**config.mk**
```make
export PLATFORM = sky130hd
export DESIGN_NAME = regfile_wb_arbiter
export DESIGN_NICKNAME = d
export VERILOG_FILES = /design/src/rtl/regfile_wb_arbiter.sv
export SDC_FILE = /design/constraint.sdc
export NUM_CORES = 1
export LEC_CHECK = 0
export ABC_AREA = 1
export CORE_MARGIN = 2
export CORE_UTILIZATION = 30
export DETAILED_ROUTE_END_ITERATION = 10
export GPL_ROUTABILITY_DRIVEN = 0
export PLACE_DENSITY = 0.59
export SETUP_SLACK_MARGIN = 0.1
export SLEW_MARGIN = 20
export SYNTH_ARGS = -nofsm -noshare
export SYNTH_HDL_FRONTEND = slang
export SYNTH_SLANG_ARGS = --single-unit
```
**constraint.sdc**
```tcl
create_clock -name clock -period 2.7 [get_ports clock]
set_input_delay 0.54 -clock clock [delete_from_list [all_inputs] [get_ports clock]]
set_output_delay 0.54 -clock clock [all_outputs]
set_load 0.01 [all_outputs]
```
**src/rtl/regfile_wb_arbiter.sv**
```systemverilog
// regfile_wb_arbiter: writeback arbiter in front of the register file write port.
// The ALU result has priority and is written one cycle after it is presented.
// Mult/div results queue in a small FIFO and drain on cycles when the ALU is not writing.
// An ALU write to register R kills every queued mult/div entry that also targets R,
// so an older mult/div result can never overwrite a newer ALU result.
// Optional feature macro: WB_PENDING_EN adds md_pending, one bit per register
// that still has a live queued mult/div write.
//
// Mult/div handshake: a result transfers on a posedge where md_valid && md_ready.
// md_ready depends only on the registered occupancy, never on md_valid, and it is
// low while reset is asserted. A transfer with md_rd == 0 completes without enqueuing.
module regfile_wb_arbiter #(
    parameter int DEPTH  = 4,
    parameter int DATA_W = 32,
    parameter int ADDR_W = 5
) (
    input  logic                     clock,
    input  logic                     ctrl_reset_n,
    input  logic                     alu_valid,
    input  logic [ADDR_W-1:0]        alu_rd,
    input  logic [DATA_W-1:0]        alu_data,
    input  logic                     md_valid,
    output logic                     md_ready,
    input  logic [ADDR_W-1:0]        md_rd,
    input  logic [DATA_W-1:0]        md_data,
    output logic                     wb_writeEn,
    output logic [ADDR_W-1:0]        wb_writeReg,
    output logic [DATA_W-1:0]        wb_data,
`ifdef WB_PENDING_EN
    output logic [2**ADDR_W-1:0]     md_pending,
`endif
    output logic [$clog2(DEPTH):0]   md_count
);

    localparam int PTR_W = $clog2(DEPTH);
    localparam int CNT_W = PTR_W + 1;
    localparam logic [CNT_W-1:0] FULL_COUNT = CNT_W'(DEPTH);

    logic [ADDR_W-1:0] rdQ   [DEPTH];
    logic [DATA_W-1:0] dataQ [DEPTH];
    logic [DEPTH-1:0]  liveQ;
    logic [PTR_W-1:0]  wrPtr;
    logic [PTR_W-1:0]  rdPtr;
    logic [CNT_W-1:0]  mdCount;

    logic aluWrite;
    logic mdPush;
    logic doPop;
    logic pushLive;

    // Ready from registered occupancy only; forced low while reset is held.
    always_comb begin
        md_ready = ctrl_reset_n && (mdCount != FULL_COUNT);
    end

    // Per-cycle decisions: ALU write wins, FIFO drains only on ALU-free cycles.
    always_comb begin
        aluWrite = alu_valid && (alu_rd != '0);
        mdPush   = md_valid && md_ready && (md_rd != '0);
        doPop    = !aluWrite && (mdCount != '0);
        // Same-cycle ALU write to the same register is treated as newer.
        pushLive = !(aluWrite && (md_rd == alu_rd));
    end

    // FIFO storage, pointers, occupancy and per-entry live bits.
    always_ff @(posedge clock or negedge ctrl_reset_n) begin
        if (!ctrl_reset_n) begin
            wrPtr   <= '0;
            rdPtr   <= '0;
            mdCount <= '0;
            liveQ   <= '0;
            for (int i = 0; i < DEPTH; i++) begin
                rdQ[i]   <= '0;
                dataQ[i] <= '0;
            end
        end else begin
            for (int i = 0; i < DEPTH; i++) begin
                if (aluWrite && (rdQ[i] == alu_rd)) begin
                    liveQ[i] <= 1'b0;
                end
            end
            if (doPop) begin
                liveQ[rdPtr] <= 1'b0;
                rdPtr        <= rdPtr + PTR_W'(1);
            end
            // The push slot never equals the head slot while popping (0 < count < DEPTH).
            if (mdPush) begin
                rdQ[wrPtr]   <= md_rd;
                dataQ[wrPtr] <= md_data;
                liveQ[wrPtr] <= pushLive;
                wrPtr        <= wrPtr + PTR_W'(1);
            end
            if (mdPush && !doPop) begin
                mdCount <= mdCount + CNT_W'(1);
            end else if (!mdPush && doPop) begin
                mdCount <= mdCount - CNT_W'(1);
            end
        end
    end

    // Registered regfile write port: ALU first, then a live FIFO head, else idle with hold.
    always_ff @(posedge clock or negedge ctrl_reset_n) begin
        if (!ctrl_reset_n) begin
            wb_writeEn  <= 1'b0;
            wb_writeReg <= '0;
            wb_data     <= '0;
        end else if (aluWrite) begin
            wb_writeEn  <= 1'b1;
            wb_writeReg <= alu_rd;
            wb_data     <= alu_data;
        end else if (doPop && liveQ[rdPtr]) begin
            wb_writeEn  <= 1'b1;
            wb_writeReg <= rdQ[rdPtr];
            wb_data     <= dataQ[rdPtr];
        end else begin
            wb_writeEn  <= 1'b0;
        end
    end

    assign md_count = mdCount;

`ifdef WB_PENDING_EN
    // One bit per register with a live queued write; popped entries are already not live.
    always_comb begin
        md_pending = '0;
        for (int i = 0; i < DEPTH; i++) begin
            if (liveQ[i]) begin
                md_pending[rdQ[i]] = 1'b1;
            end
        end
    end
`endif

endmodule

```
==> key figures <==
Status
  • Run status: complete, no violations

Clock tree
  • CTS HTree Levels: 4
  • CTS tree: yes
  • CTS Hold Bufs: 0
  • Max clock buf depth: 2
  • CTS buffer count: 17
  • CTS sink count: 197
  • # Post-CTS Setup Buffers: 0
  • Post-CTS Resized: 0
  • CTS root buf: clkbuf_16
  • Worst-path clk slew: 0.07 ns
  • Clk Latency, worst-skew pair: 0.45 ns

GRT
  • First-pass GRT wire length: 41770 um
  • Grt ovf: 0
  • Initial antenna violation count: 0
  • GRT Resource Usage Total: 15.78%
  • Vias in the first global route: 7796
  • Largest net degree at the start of global routing: 128

Floorplanning
  • # rows: 65
  • Die X: 182.7 um
  • IO Count: 120
  • Die area: 0.03338 mm^2
  • Core box area: 0.03147 mm^2
  • Chip height: 182.7 um
  • Initial Util: 30.44%

Placement
  • Final HPWL DP: 16390 um
  • Buffers on Ports: 119
  • DP Area: 0.01124 mm^2
  • Cells after DPL: 1655

Worst setup path
  • CP max FO: 4
  • Worst setup path endpoint: md_ready
  • Crit. Startpoint: md_count[0]$_DFFE_PN0P_
  • CP endpoint kind: output port
  • FF-to-FF setup slack: 0.65 ns
  • Reg-to-Reg Start: md_count[1]$_DFFE_PN0P_
  • WP data required: 2.16 ns
  • WS Path Type: flip-flop to output port
  • Worst flop-to-flop path endpoint: md_count[2]$_DFFE_PN0P_
  • Crit start category: flip-flop
  • FF-to-FF path depth: 10
  • Worst EP arrival: 1.69 ns

Yosys
  • Synth Net Count: 1272
  • FF+latch count, synth: 197
  • Area fraction in compound gates after synthesis: 15.45%
  • Distinct cells, synth: 26
  • Top post-synthesis cells by area: dfrtp_1, nand2_1, o21ai_0, nor2_1, nand3_1
  • Adder-Cell Fraction of Synth Area: 1.384%
  • Mapped Area: 0.009580 mm^2
  • Share of Yosys cell area claimed by the top area cell type: 51.46%
  • Syn Area/Cell: 8.092 um^2
  • Fraction of synthesized area in multiplexers: 0.1175%
  • Synth Area in Simple Gates: 21.69%
  • Seq/Total Area, Yosys: 51.46%
  • YS warnings: 0
  • Cell type with the largest total area after synthesis: dfrtp_1
  • Largest family of logic cells by synthesized area: simple AND/OR/NAND/NOR gates
  • Mapped Cells: 1184
  • Post-synthesis xor/xnor area fraction: 2.560%

Worst hold path
  • Tightest Hold Check Type: input pin to asynchronous set/reset pin

Timing
  • Slew Viols, Final: 0
  • Worst Skew: 0.01758 ns
  • TNS Setup: 0 ns
  • Least-Margin Pin Slew: 0.9241 ns
  • RSZ-0062 raised after global routing: false
  • Endpoints failing hold: 0
  • Final setup vio count: 0
  • Min cycle time layout: 2.235 ns
  • Fmax: 447.4 MHz
  • Normalized max-slew margin: 38.39%
  • Hold Slack: 0.2030 ns
  • Fin crit share: 82.78%

Detailed routing
  • First-pass DRT Iterations: 7
  • Avg Vias per Cell: 4.726
  • Vias: 7973
  • Initial DRC Count: 435
  • Post-DRT Antenna Nets: 0
  • DRC viols: 0
  • DRT Wirelength: 25340 um
  • Wire length per cell: 15.02 um

Layout
  • Nets: 1360
  • Share of layout cells above drive strength 1: 8.249%
  • Post-layout util: 37.54%
  • Syn-to-layout area delta: 23.34%
  • Antenna cell count: 0
  • Design area: 0.01182 mm^2
  • Finished Layout Cells: 1687

Run
  • MaxCap Viol Count: 0

Pwr
  • Pleak: 5.662 nW
  • Pwr Density: 1117 mW/mm^2
  • Worst VDD drop: 396.0 uV
power breakdown:
part	leakage (nW)	switching (mW)	internal [mW]	total [mW]
Combinational	2.92	3.12	2.31	5.43
Sequential	2.46	0.851	4.35	5.20
Clock	0.285	1.24	1.34	2.57
placed cells by master, fill, tap and decap left out, drive strengths merged:
cell             n
nand2          353
o21ai          262
dfrtp          197
nor2           121
clkdlybuf4s50  118
inv             67
nand3           55
buf             33
clkbuf          20
xor2            19
a21oi           12
xnor2            9
ha               9
clkinv           3
nand4            1
nor3             1
a21boi           1
mux2             1
fa               1
clkinvlp         1
bufinv           1
worst min-delay path by stage:
stage / end / slack, ns / depth (start not counted)
floorplan: dataQ[0]$_DFFE_PN0P_ / 0.24 / 0
global placement: dataQ[26]$_DFFE_PN0P_ / 0.46 / 2
detailed placement: dataQ[2]$_DFFE_PN0P_ / 0.47 / 2
CTS: wb_data[2]$_DFFE_PN0P_ / 0.28 / 2
global route: wb_data[2]$_DFFE_PN0P_ / 0.29 / 2
finish: wb_data[2]$_DFFE_PN0P_ / 0.20 / 2
worst max-delay path, stage by stage (launching register included):
cell,delay [ns]
dfrtp_1,0.44
nor2_1,0.10
a21boi_0,0.16
clkdlybuf4s50_1,0.56
cell type report:
type,instances,area [um^2]
Inverter,59,221.5
Timing Repair Buffer,152,1605
Fill cell,3286,19660
Tap cell,402,503.0
Clock buffer,19,442.9
Sequential cell,197,4933
Clock inverter,13,137.6
Multi-Input combinational cell,845,3973
cells in the mapped netlist:
cell and number:
a21boi_0 1, a21oi_1 12, buf_2 40, buf_4 6, buf_6 13, clkbuf_1 24, clkinv_1 1, dfrtp_1 197
fa_1 1, ha_1 9, inv_1 57, inv_2 1, mux2_2 1, nand2_1 351, nand2_2 1, nand2_4 1
nand3_1 55, nand4_1 1, nor2_1 120, nor2_2 1, nor3_1 1, o21ai_0 211, o21ai_1 24, o21ai_2 27
xnor2_1 9, xor2_1 19
cell families (layout without fill, tap and decap cells):
family | after synthesis | after routing
AOI/OAI and AO/OA | 275 | 275
DFF | 197 | 197
buffers and inverters | 142 | 243
xor gates and xnor gates | 28 | 28
adders and majority gates | 10 | 10
and+or+nand+nor | 531 | 531
muxes | 1 | 1
registers in the layout, summed over array words and instances, names as in the netlist:
name         flops
rdQ             20
rdPtr            2
liveQ            4
wb_data         32
wb_writeEn       1
wb_writeReg      5
dataQ          128
wrPtr            2
md_count         3
through the flow:
| stage | worst slack [ns] | power (mW) |
|---|---|---|
| final | 0.4650 | 13.20 |
| after global routing | 0.3848 | 14.42 |
| after CTS | 0.4373 | 13.38 |
| after detailed placement | 0.1808 | 10.75 |
| after global placement | 0.2121 | 10.64 |
| after floorplan | 0.4557 | 8.676 |
metal layers:
layer  share of wire [%]  up-vias  track usage, %
li1                    -     3974               -
met1                  47     3848           21.51
met2                  48      138           26.01
met3                 3.6       13           2.794
met4                0.86        0           3.968
met5                   0        -               0
(Power assumes the default switching activity.)
